[config.mk]
export PLATFORM = sky130hd
export DESIGN_NAME = data_pipe_m2s_rr_arbiter
export DESIGN_NICKNAME = d
export VERILOG_FILES = /design/src/rtl/data_pipe_arb_pkg.sv /design/src/rtl/data_pipe_rr_picker.sv /design/src/rtl/data_pipe_m2s_rr_arbiter.sv
export SDC_FILE = /design/constraint.sdc
export NUM_CORES = 1
export LEC_CHECK = 0
export ABC_AREA = 1
export ABC_CLOCK_PERIOD_IN_PS = 15230
export BUFFER_PORTS_ARGS = -buffer_cell sky130_fd_sc_hd__buf_2
export CORE_MARGIN = 10
export CORE_UTILIZATION = 40
export CTS_CLUSTER_SIZE = 28
export DETAILED_ROUTE_END_ITERATION = 8
export GPL_TIMING_DRIVEN = 0
export MAX_ROUTING_LAYER = met4
export SLEW_MARGIN = 25
export SYNTH_ARGS = -nofsm -noshare
export SYNTH_HDL_FRONTEND = slang
export SYNTH_HIERARCHICAL = 1
export SYNTH_SLANG_ARGS = --single-unit
[constraint.sdc]
create_clock -name clock -period 15.23 [get_ports clock]
set_clock_uncertainty 0.15 [all_clocks]
set_input_delay 3.046 -clock clock [delete_from_list [all_inputs] [get_ports clock]]
set_output_delay 3.046 -clock clock [all_outputs]
set_load 0.1 [all_outputs]
[src/rtl/data_pipe_arb_pkg.sv]
// Shared types and sizing helpers for the data_pipe arbiters.
// Imported by the picker and the round-robin scheduler.
package data_pipe_arb_pkg;

  typedef enum logic [1:0] {
    IDLE,
    WAIT_PATH,
    GRANT,
    RELEASE
  } arb_state_e;

  function automatic int nsize_of(input int num);
    if (num <= 2) return 1;
    else if (num <= 4) return 2;
    else if (num <= 8) return 3;
    else if (num <= 16) return 4;
    else return 5;
  endfunction

endpackage

[src/rtl/data_pipe_rr_picker.sv]
// Round-robin pick: first requester after last_grant,
// wrapping, with the last-granted port as final candidate.
module data_pipe_rr_picker
  import data_pipe_arb_pkg::*;
#(
  parameter int NUM   = 8,
  parameter int NSIZE = nsize_of(NUM)
) (
  input  logic [NUM-1:0]   req,
  input  logic [NSIZE-1:0] last_grant,
  output logic [NSIZE-1:0] pick,
  output logic             pick_vld
);

  always_comb begin
    pick     = '0;
    pick_vld = 1'b0;
    for (int i = 1; i <= NUM; i++) begin
      for (int k = 0; k < NUM; k++) begin
        if (!pick_vld && req[k] &&
            ((int'(last_grant) + i) % NUM) == k) begin
          pick     = NSIZE'(k);
          pick_vld = 1'b1;
        end
      end
    end
  end

endmodule

[src/rtl/data_pipe_m2s_rr_arbiter.sv]
// Round-robin scheduler for sw/vld_sw of the NUM-to-1 pipe.
// sw only moves while vld_sw=0 and the pipe is drained.
module data_pipe_m2s_rr_arbiter
  import data_pipe_arb_pkg::*;
#(
  parameter int NUM       = 8,
  parameter int NSIZE     = nsize_of(NUM),
  parameter int MAX_BURST = 16
) (
  input  logic             clock,
  input  logic             rst_n,
  input  logic             clk_en,
  input  logic [NUM-1:0]   req,
  input  logic [NUM-1:0]   up_rdy,
  input  logic [NSIZE-1:0] curr_path,
  input  logic             down_vld,
  output logic [NSIZE-1:0] sw,
  output logic             vld_sw,
  output logic [NUM-1:0]   grant,
  output logic             busy
);

  localparam int CW = $clog2(MAX_BURST + 1);
  localparam int NP = 1 << NSIZE;
  localparam logic [CW-1:0] LAST_BEAT = CW'(MAX_BURST - 1);
  localparam logic [NSIZE-1:0] LAST_PORT = NSIZE'(NUM - 1);

  arb_state_e cstate, nstate;

  logic [NSIZE-1:0] sw_nxt;
  logic [NSIZE-1:0] last_grant, last_nxt;
  logic             vld_nxt;
  logic             rel_wait, rel_wait_nxt;
  logic             cnt_clr;
  logic [CW-1:0]    beat_cnt;
  logic [NSIZE-1:0] pick;
  logic             pick_vld;
  logic             hs;
  logic [NP-1:0]    req_p;
  logic [NP-1:0]    rdy_p;
  logic [NP-1:0]    sel_oh;

  // Pad to a power of two so NSIZE-wide indices stay in range.
  assign req_p = NP'(req);
  assign rdy_p = NP'(up_rdy);
  assign hs    = req_p[curr_path] & rdy_p[curr_path] & clk_en;

  assign busy   = (cstate != IDLE);
  assign sel_oh = NP'(1) << sw;
  assign grant  = busy ? sel_oh[NUM-1:0] : '0;

  data_pipe_rr_picker #(
    .NUM  (NUM),
    .NSIZE(NSIZE)
  ) u_picker (
    .req       (req),
    .last_grant(last_grant),
    .pick      (pick),
    .pick_vld  (pick_vld)
  );

  always_ff @(posedge clock) begin
    if (!rst_n) begin
      cstate     <= IDLE;
      sw         <= '0;
      vld_sw     <= 1'b0;
      last_grant <= LAST_PORT;
      rel_wait   <= 1'b0;
    end else if (clk_en) begin
      cstate     <= nstate;
      sw         <= sw_nxt;
      vld_sw     <= vld_nxt;
      last_grant <= last_nxt;
      rel_wait   <= rel_wait_nxt;
    end
  end

  always_comb begin
    nstate       = cstate;
    sw_nxt       = sw;
    vld_nxt      = vld_sw;
    last_nxt     = last_grant;
    rel_wait_nxt = 1'b0;
    cnt_clr      = 1'b0;
    unique case (cstate)
      IDLE: begin
        vld_nxt = 1'b0;
        if (pick_vld) begin
          sw_nxt = pick;
          nstate = WAIT_PATH;
        end
      end
      WAIT_PATH: begin
        vld_nxt = 1'b0;
        if (curr_path == sw && !down_vld) begin
          nstate  = GRANT;
          vld_nxt = 1'b1;
          cnt_clr = 1'b1;
        end
      end
      GRANT: begin
        vld_nxt = 1'b1;
        if ((hs && beat_cnt == LAST_BEAT) ||
            (!req_p[sw] && !hs)) begin
          nstate       = RELEASE;
          vld_nxt      = 1'b0;
          last_nxt     = sw;
          rel_wait_nxt = 1'b1;
        end
      end
      RELEASE: begin
        // First cycle is held: the pipe's ready is registered.
        vld_nxt = 1'b0;
        if (!rel_wait && !down_vld && !hs) begin
          if (pick_vld) begin
            sw_nxt = pick;
            nstate = WAIT_PATH;
          end else begin
            nstate = IDLE;
          end
        end
      end
      default: nstate = IDLE;
    endcase
  end

  always_ff @(posedge clock) begin
    if (!rst_n) begin
      beat_cnt <= '0;
    end else if (clk_en) begin
      if (cnt_clr) beat_cnt <= '0;
      else if (hs) beat_cnt <= beat_cnt + 1'b1;
    end
  end

endmodule

==> results of run 1 <==
[final timing paths]
check | endpoint | slack, ps | depth (start not counted)
max | cstate[1] | 7350 | 43
max reg2reg | cstate[1] | 9210 | 45
min | beat_cnt[4] | 310 | 2
min reg2reg | beat_cnt[4] | 310 | 2
[cell usage in the layout, fill, tap and decap left out, drive strengths merged, types with 2 or more instances in the layout]
master   instances
o211ai           5
dfxtp           15
clkbuf           8
o2111ai          5
inv             78
or3              2
nor2           100
ha               9
nand2          109
o21ai            4
a41oi            2
o311ai           2
buf             37
nor4             2
nand4           32
nor3            17
a21oi           18
nand3           33
[cell type report]
cell class / count / area (um2) / share of cell area (%)
flip-flops and latches: 15 / 300 / 10.3
inverters: 79 / 297 / 10.2
well taps: 77 / 96.3 / 3.31
clock buffers: 4 / 45.0 / 1.55
multi-input cells: 349 / 1920 / 66.2
plain buffers: 6 / 70.1 / 2.41
repair buffers: 35 / 175 / 6.02
[critical path: cells and delay by family]
family	cells	cell delay, ps
buffers and inverters	3	310
and+or+nand+nor	40	4500
[flip-flops by register name (all words and copies together) (netlist names)]
register and flops:
beat_cnt 5, cstate 2, last_grant 3, rel_wait 1, sw 3, vld_sw 1
[cell families after synthesis]
| kind of cell | count (synthesis) | synth area share, % |
|---|---|---|
| xor gates and xnor gates | 1 | 0.338 |
| DFF | 15 | 11.6 |
| AOI/OAI and AO/OA | 41 | 10.2 |
| and+or+nand+nor | 298 | 59.4 |
| buffers and inverters | 85 | 14.1 |
| adders and majority gates | 9 | 4.35 |
[per-layer routing]
| layer | vias to the layer above | global-route usage (%) |
|---|---|---|
| met4 | 0 | 3.91 |
| met5 | - | - |
| met2 | 123 | 26.0 |
| met3 | 16 | 1.78 |
| li1 | 1553 | - |
| met1 | 1389 | 19.1 |
[power groups by stage]
| stage | clock (mW) | sequential [mW] | combinational [mW] |
|---|---|---|---|
| finish | 0.0321 | 0.0473 | 0.129 |
| detailed placement | 0 | 0.0482 | 0.128 |
| floorplan | 0 | 0.0560 | 0.0921 |
| global route | 0.0345 | 0.0480 | 0.142 |
| global placement | 0 | 0.0480 | 0.127 |
| CTS | 0.0330 | 0.0474 | 0.128 |
==> metrics.md, run 1 <==
| Metric | Value |
|---|---|
| Status | `finished clean` |
| Ports | `36` |
| Pin count of the biggest net entering global routing | `11` |
| Maximum VDD drop | `approximately 0.09 mV` |
| PD cells | `between 70 and 80 nW/um2` |
| Net Count, Synth | `481` |
| Layout area overhead | `12.2%` |
| Final GP Congestion | `just over 0.9` |
| Final Hold Fails | `0` |
| CP Capture Type | `flop` |
| Cell Area, Placed | `between 2000 and 3000 um2` |
| Starting Density | `41.0%` |
| Setup-failing EPs final | `0` |
| Crit-path max cell delay | `around 170 ps` |
| Design Area, Final | `a little under 3000 um2` |
| GRT Residual Overflow | `0` |
| H-tree lvl count | `1` |
| Crit Path Category | `primary input to flop` |
| Cts repair resizes | `0` |
| Total track usage | `~15%` |
| Area leader, netlist | `nand2_1` |
| Combinational share of power | `about three fifths` |
| Initial DRC Count | `around 240` |
| Worst-Margin Slew | `a little over 600 ps` |
| R2r startpoint | `last_grant[2]` |
| DR WL met3 | `slightly below 500 um` |
| Post-synth cell types | `38` |
| Detailed-route wire length | `around 8000 um` |
| Slew HR | `59.1%` |
| EDFF count, synth | `0` |
| Sw Share | `about 53%` |
| PortBufs | `35` |
| Vias in the first global route | `2868` |
| DIE AREA | `about 10000 um2` |
| Post-Layout Cell Count | `between 500 and 600` |
| Core area | `between 6000 and 7000 um2` |
| Post-Route Utilization | `between 40% and 50%` |
| Leak | `1.37 nW` |
| Critical path fanouts, max | `7` |
| F_max | `127 MHz` |
| Most common cell in the netlist | `nand2_1` |
| Inst Count DP | `around 560` |
| Most used cell along the critical path | `nor2_2` |
| Via count | `just over 3000` |
| Wire length on met1 | `roughly 3500 um` |
| Cell Int Power | `around 0.098 mW` |
| Top_reg_cell synth | `dfxtp_1` |
| Hold slack | `roughly 310 ps` |
| Synth top area cells | `nand2_1 14%, nor2_1 12%, dfxtp_1 12%, inv_1 11%, nand3_1 5.6%` |
| Initial antenna violation count | `0` |
| Setup WS pre-CTS | `roughly 7100 ps` |
| Cts hold-fix bufs | `0` |
| TritonCTS clock tree | `yes` |
| Post-CTS Setup Inserts | `0` |
| Number of remaining DRC errors | `0` |
| Reg power frac | `between 20% and 30%` |
| Worst setup margin | `around 7300 ps` |
| Root Buffer | `clkbuf_8` |
| Gate count after technology mapping | `about 450` |
| Filler instances | `706` |
| Post-DP HPWL | `~6400 um` |
| RSZ-0062 raised after global routing | `false` |
| Die X-Extent | `100 um` |
| Worst-path clk slew | `60 ps` |
| Hold Crit Class | `flop to flop` |
| Crit path from | `req[3]` |
| Slowest cell on crit path | `nor2_4` |
| First-pass GRT wire length | `roughly 13000 um` |
| Synth cell count leaders | `96 x nand2_1, 81 x nor2_1, 73 x inv_1` |
| Top sig layer | `met4` |
| Vias per inst | `approximately 5.5` |
| Die height | `approximately 100 um` |
| Post-synth ARST share | `0%` |
| TritonCTS Sinks | `15` |
| WL/cell | `13.9 um` |
| Tcrit/Tclk final | `between 50 and 60%` |
| Pins Over Slew Limit | `0` |
| Clk Latency, worst-skew pair | `250 ps` |
| Antenna Nets Post-Route | `0` |
| Worst Path Required | `between 15000 and 20000 ps` |
| Share of cells above drive strength 1 | `between 20% and 30%` |
| Synth warn | `6` |
| Max cap viols | `0` |
| Mean Syn Cell Area | `a little under 6 um2` |
| Sequential area share after synthesis | `between 10% and 20%` |
| Setup TNS | `0 ps` |
| NetSw | `around 0.11 mW` |
| WL met2 | `roughly 3700 um` |
| Startpoint type of the worst setup path | `primary input` |
| Mapped cell area | `2590 um2` |
| Clock share of power | `15.4%` |
| Nets | `521` |
| Antenna diodes | `0` |
| Yosys top cell area share | `between 10 and 15%` |
| Site row count | `29` |
| Minimum clock period | `7880 ps` |
| Crit path DAT | `between 7000 and 8000 ps` |
| HP Start | `beat_cnt[4]` |
| Pre-antenna DRT Iters | `8` |
| Maximum clock insertion buffer count | `2` |
| Num CTS Buffers | `3` |
| Synthesized flop and latch total | `15` |
| Pwr Total | `0.208 mW` |
Power figures use the tool's default switching activity.
==> run 2: changes to the inputs <==
--- a/config.mk
+++ b/config.mk
@@ -5,8 +5,8 @@
 export SDC_FILE = /design/constraint.sdc
 export NUM_CORES = 1
 export LEC_CHECK = 0
-export ABC_AREA = 1
-export ABC_CLOCK_PERIOD_IN_PS = 15230
+export ABC_AREA = 0
+export ABC_CLOCK_PERIOD_IN_PS = 6800
 export BUFFER_PORTS_ARGS = -buffer_cell sky130_fd_sc_hd__buf_2
 export CORE_MARGIN = 10
 export CORE_UTILIZATION = 40
==> constraint.sdc (replaced) <==
create_clock -name clock -period 6.8 [get_ports clock]
set_clock_uncertainty 0.15 [all_clocks]
set_input_delay 1.36 -clock clock [delete_from_list [all_inputs] [get_ports clock]]
set_output_delay 1.36 -clock clock [all_outputs]
set_load 0.1 [all_outputs]
==> run 2 against run 1 <==
  * Non-clock buffer count grew 19
  * Count of clock-buffer cells in the layout shrank 1
  * Critical path depth is 28 lower
  * Utilization increased by 0.52 points
  * Die area fell by 4.6%
  * First-iteration DRC count is 20% higher
  * Via count shrank 6.3%
  * Wire length increased by 14%
  * Final area shrank 5.2%
  * Sequential power is 110% higher
==> metrics.md, run 2 <==
| Metric | Value |
|---|---|
| Setup TNS | `0 ps (unchanged)` |
| RSZ-0062 raised after global routing | `false` |
| Clk Latency, worst-skew pair | `250 ps (about the same)` |
| Via count | `2886 (-6.3%)` |
| PortBufs | `35 (unchanged)` |
| PD cells | `153 nW/um2 (+110%)` |
| Crit Path Category | `flop to flop` |
| Clock share of power | `17.6% (+2.2 points)` |
| Antenna Nets Post-Route | `0 (unchanged)` |
| CP Capture Type | `flop` |
| Vias in the first global route | `2837 (-1.1%)` |
| Reg power frac | `23.7% (+1.0 points)` |
| Inst Count DP | `444 (-21%)` |
| Num CTS Buffers | `3 (unchanged)` |
| Most used cell along the critical path | `o211ai_1` |
| Hold Crit Class | `flop to flop` |
| Cts hold-fix bufs | `0 (unchanged)` |
| Worst Path Required | `6820 ps (-8410 ps)` |
| Initial DRC Count | `291 (+20%)` |
| Vias per inst | `6.44 (+18%)` |
| Max cap viols | `0 (unchanged)` |
| Cts repair resizes | `0 (unchanged)` |
| Synth cell count leaders | `49 x nand2_1, 19 x nor2_1, 16 x inv_1` |
| Synth top area cells | `dfxtp_1 12%, nand2_1 7.5%, ha_1 4.6%, mux2i_1 3.7%, mux4_2 3.7%` |
| Antenna diodes | `0 (unchanged)` |
| Post-CTS Setup Inserts | `0 (unchanged)` |
| Root Buffer | `clkbuf_8` |
| Worst setup margin | `2160 ps (-5190 ps)` |
| Pre-antenna DRT Iters | `5 (-3)` |
| Cell family with most CP delay | `simple AND/OR/NAND/NOR gates` |
| Site row count | `28 (-3.4%)` |
| Mean Syn Cell Area | `7.31 um2 (+27%)` |
| Gate count after technology mapping | `334 (-26%)` |
| Top_reg_cell synth | `dfxtp_1` |
| Area leader, netlist | `dfxtp_1` |
| Share of cells above drive strength 1 | `22.8% (+2.5 points)` |
| Crit-path max cell delay | `600 ps (+430 ps)` |
| Leak | `1.15 nW (-17%)` |
| Nets | `406 (-22%)` |
| Die X-Extent | `98.1 um (-2.3%)` |
| Worst-path clk slew | `60 ps (about the same)` |
| Max FFs per register | `5 (unchanged)` |
| Pins Over Slew Limit | `0 (unchanged)` |
| Worst path buffer plus inverter count | `4 (+1)` |
| Post-DP HPWL | `6780 um (+5.9%)` |
| Reg with most FFs | `beat_cnt` |
| NetSw | `0.212 mW (+92%)` |
| Total track usage | `18.2% (+2.7 points)` |
| Setup WS pre-CTS | `2050 ps (-5090 ps)` |
| Combinational share of power | `58.7% (-3.2 points)` |
| Maximum VDD drop | `0.195 mV (+120%)` |
| Maximum clock insertion buffer count | `2 (unchanged)` |
| Detailed-route wire length | `8900 um (+14%)` |
| Starting Density | `41.3% (+0.21 points)` |
| Sw Share | `50.0% (-2.9 points)` |
| Cell Int Power | `0.211 mW (+120%)` |
| Core area | `5920 um2 (-6.2%)` |
| Post-Route Utilization | `46.6% (+0.52 points)` |
| Critical path fanouts, max | `10 (+3)` |
| F_max | `215 MHz` |
| Ports | `36 (unchanged)` |
| Filler instances | `601 (-15%)` |
| Setup-failing EPs final | `0 (unchanged)` |
| Post-synth ARST share | `0% (unchanged)` |
| H-tree lvl count | `1 (unchanged)` |
| Tcrit/Tclk final | `roughly two thirds` |
| Minimum clock period | `~4600 ps` |
| Final Hold Fails | `0 (unchanged)` |
| TritonCTS clock tree | `yes` |
| Most common cell in the netlist | `nand2_1` |
| Crit path DAT | `4660 ps (-3220 ps)` |
| EDFF count, synth | `0 (unchanged)` |
| Layout area overhead | `12.9%` |
| Worst-Margin Slew | `638 ps (+27.4 ps)` |
| GRT Residual Overflow | `0 (unchanged)` |
| Most used cells in the layout excluding fill and tap cells | `49 x nand2_1, 44 x buf_2, 19 x nor2_1` |
| First-pass GRT wire length | `14500 um (+12%)` |
| TritonCTS Sinks | `15 (unchanged)` |
| Post-synth cell types | `72 (+89%)` |
| DIE AREA | `9630 um2 (-4.6%)` |
| Post-Layout Cell Count | `448 (-21%)` |
| Synth warn | `6 (unchanged)` |
| Top flop regs | `beat_cnt (5), last_grant (3), sw (3)` |
| WL/cell | `19.9 um (+43%)` |
| Pwr Total | `0.423 mW (+100%)` |
| Mapped cell area | `2440 um2 (-5.7%)` |
| Status | `finished clean` |
| Number of remaining DRC errors | `0 (unchanged)` |
| Startpoint type of the worst setup path | `flop` |
| Net Count, Synth | `366 (-24%)` |
| Worst-path cell chain | `inv_1, clkbuf_1, ha_1, buf_2, inv_2, a32oi_1, and4b_1, nand4b_1, or4_4, nor2_1, o211ai_1, o211ai_1, a221oi_1, and2_1, a221oi_2` |
| Slowest cell on crit path | `or4_4` |
| Slew HR | `56.8% (-2.3 points)` |
| Synthesized flop and latch total | `15 (unchanged)` |
| Initial antenna violation count | `0 (unchanged)` |
| Pin count of the biggest net entering global routing | `11 (unchanged)` |
| Commonest non-fill, non-tap cell in the layout | `nand2_1` |
| Die height | `98.1 um (-2.3%)` |
| Sequential area share after synthesis | `12.3% (+0.71 points)` |
| Yosys top cell area share | `12.3% (-1.6 points)` |
| Final GP Congestion | `1.03 (+10%)` |
## run 2: cell types whose count changed after synthesis, sizes merged, moves of 14 or more
cell / previous run / this run
nand3: 33 / 9
inv: 78 / 19
nand4: 32 / 8
nor2: 100 / 19
nand2: 109 / 50
buf: 2 / 16
## run 2: worst paths after layout
| path | startpoint | endpoint | slack, ps | cells after the start |
|---|---|---|---|---|
| worst max-delay path | last_grant[2] | cstate[0] | 2160 | 15 |
| worst min-delay path | beat_cnt[4] | beat_cnt[4] | 340 | 2 |
| worst max register to register | last_grant[2] | cstate[0] | 2160 | 15 |
| worst min register to register | beat_cnt[4] | beat_cnt[4] | 340 | 2 |
## run 2: per-layer routing
metal / share of wire [%] / GRT usage, %
met5: 0 / -
met4: 6.2 / 11.1
met3: 7.0 / 1.90
met2: 45 / 29.1
met1: 41 / 21.3
## run 2: power by group through the flow
stage | Combinational, mW | Clock, mW | Sequential, mW
floorplan | 0.172 | 0 | 0.117
CTS | 0.244 | 0.0757 | 0.100
finish | 0.248 | 0.0746 | 0.100
global route | 0.265 | 0.0792 | 0.101
global placement | 0.244 | 0 | 0.102
detailed placement | 0.242 | 0 | 0.102
## run 2: worst min-delay path, delay by kind of cell (launching register included)
kind | cells | cell delay [ps]
AOI/OAI and AO/OA | 1 | 60
DFF | 1 | 330
and+or+nand+nor | 1 | 70
## run 2: cells by family after synthesis
group,count (synthesis),synth area share (%)
AND/OR/NAND/NOR,153,35.5
adder cells (fa/ha/maj),9,4.61
multiplexers,17,9.38
flip-flops,15,12.3
buffers and inverters,44,9.07
AO/OA/AOI/OAI,91,27.4
XOR/XNOR,5,1.79
## run 2: final cells by class
type                       count  area, um2  share of cell area (%)
clock buffer                   3       41.3                    1.50
timing repair buffer          35        175                    6.35
inverter                      19       71.3                    2.59
sequential                    15        300                    10.9
multi-input combinational    275       1920                    69.6
clock inverter                 1       5.00                   0.181
tap                           75       93.8                    3.40
buffer                        25        150                    5.44
## run 2: stage by stage
| step | hold WS, ps | instance area, um2 |
|---|---|---|
| global route | 369 | 2760 |
| detailed placement | 338 | 2710 |
| CTS | 353 | 2760 |
| floorplan | 306 | 2440 |
| finish | 341 | 2760 |
| global placement | 323 | 2710 |
